`config.mk`:
```
export PLATFORM = sky130hd
export DESIGN_NAME = type_buffer
export DESIGN_NICKNAME = d
export VERILOG_FILES = /design/src/rtl/type_pkg.sv /design/src/rtl/type_buffer_scan_to_char.sv /design/src/rtl/type_buffer.sv
export SDC_FILE = /design/constraint.sdc
export NUM_CORES = 1
export LEC_CHECK = 0
export CAP_MARGIN = 20
export CORE_MARGIN = 5
export CORE_UTILIZATION = 41
export CTS_CLUSTER_SIZE = 28
export DETAILED_ROUTE_END_ITERATION = 6
export PLACE_DENSITY = 0.9
export SLEW_MARGIN = 20
export SYNTH_ARGS = -nofsm -noshare
export SYNTH_HDL_FRONTEND = slang
export SYNTH_HIERARCHICAL = 1
export SYNTH_SLANG_ARGS = --single-unit
export TNS_END_PERCENT = 50
```
`constraint.sdc`:
```
create_clock -name clk -period 3.3 [get_ports clk]
set_clock_uncertainty 0.2 [all_clocks]
set_input_delay 0.66 -clock clk [delete_from_list [all_inputs] [get_ports clk]]
set_output_delay 0.66 -clock clk [all_outputs]
set_load 0.005 [all_outputs]
```
`src/rtl/type_pkg.sv`:
```
// Shared definitions for the typing line buffer and its scan-code decoder.
// Holds line geometry, 5-bit character codes, PS/2 set-2 control scan codes
// and the line lock state type.
package type_pkg;

  localparam int unsigned MAX_LEN = 25;
  localparam int unsigned CHAR_W  = 5;
  localparam int unsigned CNT_W   = 8;

  localparam logic [CHAR_W-1:0] CH_BLANK = 5'd0;
  localparam logic [CHAR_W-1:0] CH_A     = 5'd1;
  localparam logic [CHAR_W-1:0] CH_SPACE = 5'd27;

  localparam logic [7:0] SC_BKSP  = 8'h66;
  localparam logic [7:0] SC_ENTER = 8'h5A;
  localparam logic [7:0] SC_SPACE = 8'h29;

  typedef enum logic {
    ST_OPEN,
    ST_LOCKED
  } lock_state_e;

endpackage

```
`src/rtl/type_buffer_scan_to_char.sv`:
```
// scan_to_char: combinational PS/2 set-2 scan code classifier.
// Ports:
//   scan     - scan code of the latest event
//   is_char  - scan is a letter or space; code holds its character code
//   is_bksp  - scan is backspace
//   is_enter - scan is enter
//   code     - character code (1..26 = a..z, 27 = space, 0 otherwise)
module scan_to_char
  import type_pkg::*;
(
  input  logic [7:0]        scan,
  output logic              is_char,
  output logic              is_bksp,
  output logic              is_enter,
  output logic [CHAR_W-1:0] code
);

  always_comb begin
    code = CH_BLANK;
    unique case (scan)
      8'h1C: code = 5'd1;   // a
      8'h32: code = 5'd2;   // b
      8'h21: code = 5'd3;   // c
      8'h23: code = 5'd4;   // d
      8'h24: code = 5'd5;   // e
      8'h2B: code = 5'd6;   // f
      8'h34: code = 5'd7;   // g
      8'h33: code = 5'd8;   // h
      8'h43: code = 5'd9;   // i
      8'h3B: code = 5'd10;  // j
      8'h42: code = 5'd11;  // k
      8'h4B: code = 5'd12;  // l
      8'h3A: code = 5'd13;  // m
      8'h31: code = 5'd14;  // n
      8'h44: code = 5'd15;  // o
      8'h4D: code = 5'd16;  // p
      8'h15: code = 5'd17;  // q
      8'h2D: code = 5'd18;  // r
      8'h1B: code = 5'd19;  // s
      8'h2C: code = 5'd20;  // t
      8'h3C: code = 5'd21;  // u
      8'h2A: code = 5'd22;  // v
      8'h1D: code = 5'd23;  // w
      8'h22: code = 5'd24;  // x
      8'h35: code = 5'd25;  // y
      8'h1A: code = 5'd26;  // z
      SC_SPACE: code = CH_SPACE;
      default: code = CH_BLANK;
    endcase
  end

  assign is_char  = (code != CH_BLANK);
  assign is_bksp  = (scan == SC_BKSP);
  assign is_enter = (scan == SC_ENTER);

endmodule

```
`src/rtl/type_buffer.sv`:
```
// type_buffer: builds the player's typed line from PS/2 make events.
// Ports:
//   clk, rst      - clock, asynchronous active-low reset
//   enable        - key events are accepted only while high
//   clear         - synchronous clear of line, length, counters and lock
//   key_valid     - one-cycle event strobe; last_change holds its scan code
//   key_down      - key-held vector, indexed by scan code [6:0]
//   target        - target line, char i at [5i+4:5i]
//   type_line     - typed line, same packing
//   len           - number of typed characters
//   correct       - bit i set when i < len and typed char i matches target
//   key_cnt       - accepted character keystrokes (saturating)
//   err_cnt       - mismatching character keystrokes (saturating)
//   line_done     - one-cycle pulse when the line completes and locks
module type_buffer #(
  parameter int unsigned MAX_LEN = type_pkg::MAX_LEN,
  parameter int unsigned CNT_W   = type_pkg::CNT_W
) (
  input  logic                                clk,
  input  logic                                rst,
  input  logic                                enable,
  input  logic                                clear,
  input  logic                                key_valid,
  input  logic [7:0]                          last_change,
  input  logic [127:0]                        key_down,
  input  logic [type_pkg::CHAR_W*MAX_LEN-1:0] target,
  output logic [type_pkg::CHAR_W*MAX_LEN-1:0] type_line,
  output logic [$clog2(MAX_LEN+1)-1:0]        len,
  output logic [MAX_LEN-1:0]                  correct,
  output logic [CNT_W-1:0]                    key_cnt,
  output logic [CNT_W-1:0]                    err_cnt,
  output logic                                line_done
);
  import type_pkg::*;

  localparam int unsigned LEN_W = $clog2(MAX_LEN + 1);

  logic [MAX_LEN-1:0][CHAR_W-1:0] type_q, type_d;
  logic [MAX_LEN-1:0][CHAR_W-1:0] target_a;
  logic [LEN_W-1:0]               len_q, len_d;
  logic [CNT_W-1:0]               key_cnt_q, key_cnt_d;
  logic [CNT_W-1:0]               err_cnt_q, err_cnt_d;
  logic                           line_done_q, line_done_d;
  lock_state_e                    state_q, state_d;

  logic              is_char, is_bksp, is_enter;
  logic [CHAR_W-1:0] code;
  logic              accept;

  scan_to_char u_scan (
    .scan     (last_change),
    .is_char  (is_char),
    .is_bksp  (is_bksp),
    .is_enter (is_enter),
    .code     (code)
  );

  assign target_a = target;

  // Break events clear the key_down bit, so only make/typematic events pass.
  assign accept = key_valid && key_down[last_change[6:0]] && !last_change[7]
                  && enable && (state_q == ST_OPEN);

  always_comb begin
    type_d      = type_q;
    len_d       = len_q;
    key_cnt_d   = key_cnt_q;
    err_cnt_d   = err_cnt_q;
    state_d     = state_q;
    line_done_d = 1'b0;
    if (clear) begin
      type_d    = '0;
      len_d     = '0;
      key_cnt_d = '0;
      err_cnt_d = '0;
      state_d   = ST_OPEN;
    end else if (accept) begin
      if (is_char && (len_q < LEN_W'(MAX_LEN))) begin
        type_d[len_q] = code;
        len_d         = len_q + 1'b1;
        if (key_cnt_q != '1) key_cnt_d = key_cnt_q + 1'b1;
        if ((code != target_a[len_q]) && (err_cnt_q != '1))
          err_cnt_d = err_cnt_q + 1'b1;
        if (len_q == LEN_W'(MAX_LEN - 1)) begin
          state_d     = ST_LOCKED;
          line_done_d = 1'b1;
        end
      end else if (is_bksp && (len_q != '0)) begin
        type_d[len_q - 1'b1] = CH_BLANK;
        len_d                = len_q - 1'b1;
      end else if (is_enter && (len_q != '0)) begin
        state_d     = ST_LOCKED;
        line_done_d = 1'b1;
      end
    end
  end

  always_ff @(posedge clk or negedge rst) begin
    if (!rst) begin
      type_q      <= '0;
      len_q       <= '0;
      key_cnt_q   <= '0;
      err_cnt_q   <= '0;
      line_done_q <= 1'b0;
      state_q     <= ST_OPEN;
    end else begin
      type_q      <= type_d;
      len_q       <= len_d;
      key_cnt_q   <= key_cnt_d;
      err_cnt_q   <= err_cnt_d;
      line_done_q <= line_done_d;
      state_q     <= state_d;
    end
  end

  // Uses the live target so a target change shows up without a clock edge.
  always_comb begin
    correct = '0;
    for (int unsigned i = 0; i < MAX_LEN; i++)
      correct[i] = (LEN_W'(i) < len_q) && (type_q[i] == target_a[i]);
  end

  assign type_line = type_q;
  assign len       = len_q;
  assign key_cnt   = key_cnt_q;
  assign err_cnt   = err_cnt_q;
  assign line_done = line_done_q;

endmodule
```
==> results.cfg <==
[floorplan]
die_h_um = 174
core_sq_um = 26700
std_cell_rows = 60
die_area_sq_um = 30300
die_w_um = 174
io_pins = 438
start_util = 0.412

[power_and_ir_drop]
total_power_w = 0.00541
p_leak_nw = 8.18
irDropWorstVdd_uv = 338
p_per_area_nw_per_um2 = 266

[hold_path]
hold_path_class = input pin to asynchronous set/reset pin

[logic_synthesis]
synth_edf_count = 0
yosysWarnings = 6
syn-num-nets = 1501
async_reset_ff_frac = 1.00
synth_cell_types = 72
netlist_area_sq_um = 11000
syn_area_per_cell_sq_um = 9.02
synthCells = 1222
synthFlopType = dfrtp_1
synth-seq-area-share = 0.336
ys_ff_latch = 148

[clock_network]
holdBufCountCts = 0
clock_latency_ps = 440
numCtsBuffers = 17
cts_buffer_depth = 2
clk_pin_slew_worst_paths_ps = 70
cts_sinks = 148
htreeDepth = 4
cts_root_buf = clkbuf_16
cts_tree = yes

[final_layout]
area_delta_synth_final_pct = 84.7
drive_gt1_frac = 0.303
finalNetCount = 2172

[sta]
holdWs_ps = 33.2
clock.fmax_mhz = 275
final_max_slew_viol_count = 0
finalSetupViolCount = 145
worst_pin_slew_ps = 1370
slew_headroom = 0.0804
timing.final.crit_period_ps = 3640
finalWorstSetupSlack_ps = -339
rsz0062_at_grt = yes
finalCritPeriodShare = 1.10
finalHoldViolCount = 0

[routing]
drtIter0Drc = 1925
vias = 14200
viasPerCell = 6.32
dr.pass1.iters = 7
drt_wl_total_mm = 61.4
ant_nets = 0
avgRoutedWirePerCell_um = 27.3
route.detailed.drc = 47

[setup_path]
end_kind = primary output
critPathRequiredTime_ps = 2440
startpoint_type = flop
arrival_ps = 2780
crit_fanout = 7
crit_type = flop to primary output

[place]
pre_cts_ws_ps = -1320
dp_hpwl_mm = 41.7
place.gp.congestion = 1.01
portBuffers = 437

[run_status]
status = complete, but fails checks
violations = design-rule violations, negative setup slack

[grt]
grt_overflow = 0
grt_max_degree = 76
antenna_found_initial = 2
grt_pass1_vias = 14500
track_usage = 0.356
grt_pass1_wl_mm = 84.1

[run]
max-cap-violations = 0
[registers in the layout, summed over array words and instances, names as in the netlist]
signal / flops
type_line: 125
err_cnt: 8
key_cnt: 8
len: 5
line_done: 1
state_q: 1
[worst max-delay path, stage by stage (launching register included)]
cell and delay [ps]:
dfrtp_2 460, buf_4 180, inv_1 250, ha_1 290, inv_1 80, o21ai_0 570
a2111oi_1 180, dlygate4sd2_1 330
[cell type report]
type,count,area (sq um)
inverters,93,353
well taps,341,427
diodes,2,5.00
flip-flops and latches,148,3710
repair buffers,725,7160
multi-input cells,908,8100
clock inverters,13,174
clock buffers,19,433
fillers,1533,6370
[routing by layer]
layer	part of all wire	up-vias	GRT usage
met5	0.00052	-	0
met4	0.092	2	0.224
met3	0.11	422	0.0853
met2	0.48	1214	0.625
met1	0.32	6765	0.384
li1	-	5818	-
[power by group]
| part | internal (W) | switching (W) |
|---|---|---|
| registers | 0.00182 | 0.00000522 |
| logic | 0.000825 | 0.000724 |
| clock network | 0.00120 | 0.000841 |
[final timing paths]
path / cells after the start / endpoint / start / slack (ps)
worst max-delay path: 7 / correct[1] / len[1] / -340
worst min-delay path: 1 / type_line[109] / rst / 30
worst max register to register: 12 / err_cnt[7] / len[0] / -220
worst min register to register: 2 / state_q / state_q / 320
max in group asynchronous: 2 / type_line[10] / rst / 1890
min in group clk: 2 / state_q / state_q / 320
[logic make-up (layout without fill, tap and decap cells)]
family                   after synthesis  count (layout)  synth area share
AND/OR/NAND/NOR                      369             369             0.165
AO/OA/AOI/OAI                        290             291             0.169
buffers and inverters                167             850            0.0676
flip-flops                           148             148             0.336
XOR/XNOR                             135             135             0.107
multiplexers                         100             100             0.140
adder cells (fa/ha/maj)               13              13            0.0148
other                                  0               2                 0
[through the flow]
step / utilization / cell area (sq um) / std cells / TNS, ps
final: 0.761 / 20400 / 2249 / -19480
after global routing: 0.761 / 20400 / 2249 / -25400
after global placement: 0.655 / 17500 / 2166 / -161660
after CTS: 0.727 / 19400 / 2233 / -2190
after detailed placement: 0.655 / 17500 / 2166 / -179110
after floorplan: - / 11200 / 1222 / -30790
[Yosys cell counts (6+ instances only)]
cell / count / area [sq um]
a22oi_1: 20 / 150
a211oi_1: 7 / 52.6
a2111oi_0: 9 / 78.8
a31oi_1: 10 / 62.6
ha_1: 13 / 163
inv_1: 91 / 342
mux4_2: 21 / 473
xnor2_1: 74 / 648
nand4_1: 15 / 93.8
o2111ai_1: 6 / 52.6
mux2_2: 9 / 101
o22ai_1: 99 / 619
o211ai_1: 8 / 60.1
o21ai_0: 61 / 305
nand2b_1: 7 / 43.8
a21oi_1: 34 / 170
or3_1: 6 / 37.5
mux2i_1: 52 / 521
nor2b_1: 20 / 125
xor2_1: 61 / 534
nor2_1: 43 / 161
nand3_1: 36 / 180
buf_2: 20 / 100
nand2_1: 150 / 563
mux4_1: 16 / 420
buf_4: 6 / 45.0
clkbuf_1: 36 / 135
nor3_1: 27 / 135
nor4_1: 19 / 119
dfrtp_1: 148 / 3700
and3_1: 10 / 62.6
[cells in the final DEF (no fill, tap or decap), types with 20 or more instances in the layout]
cell	n
nand3_1	35
nor2_1	40
nand2_2	23
o22ai_2	65
a22oi_1	20
dfrtp_1	145
buf_6	31
nand2_1	105
inv_1	88
clkbuf_16	21
mux2i_1	51
a21oi_1	21
clkdlybuf4s50_1	418
mux4_2	21
o21ai_1	36
xnor2_1	72
xor2_1	60
buf_4	223
[repair_timing]
action / in CTS / in global routing
pin swaps: 112 / 98
gates cloned: 12 / 4
setup endpoints to repair: 165 / 164
buffers inserted: 24 / 14
gates resized for setup: 232 / 171
Note: power is estimated with default switching activity, not from simulation.
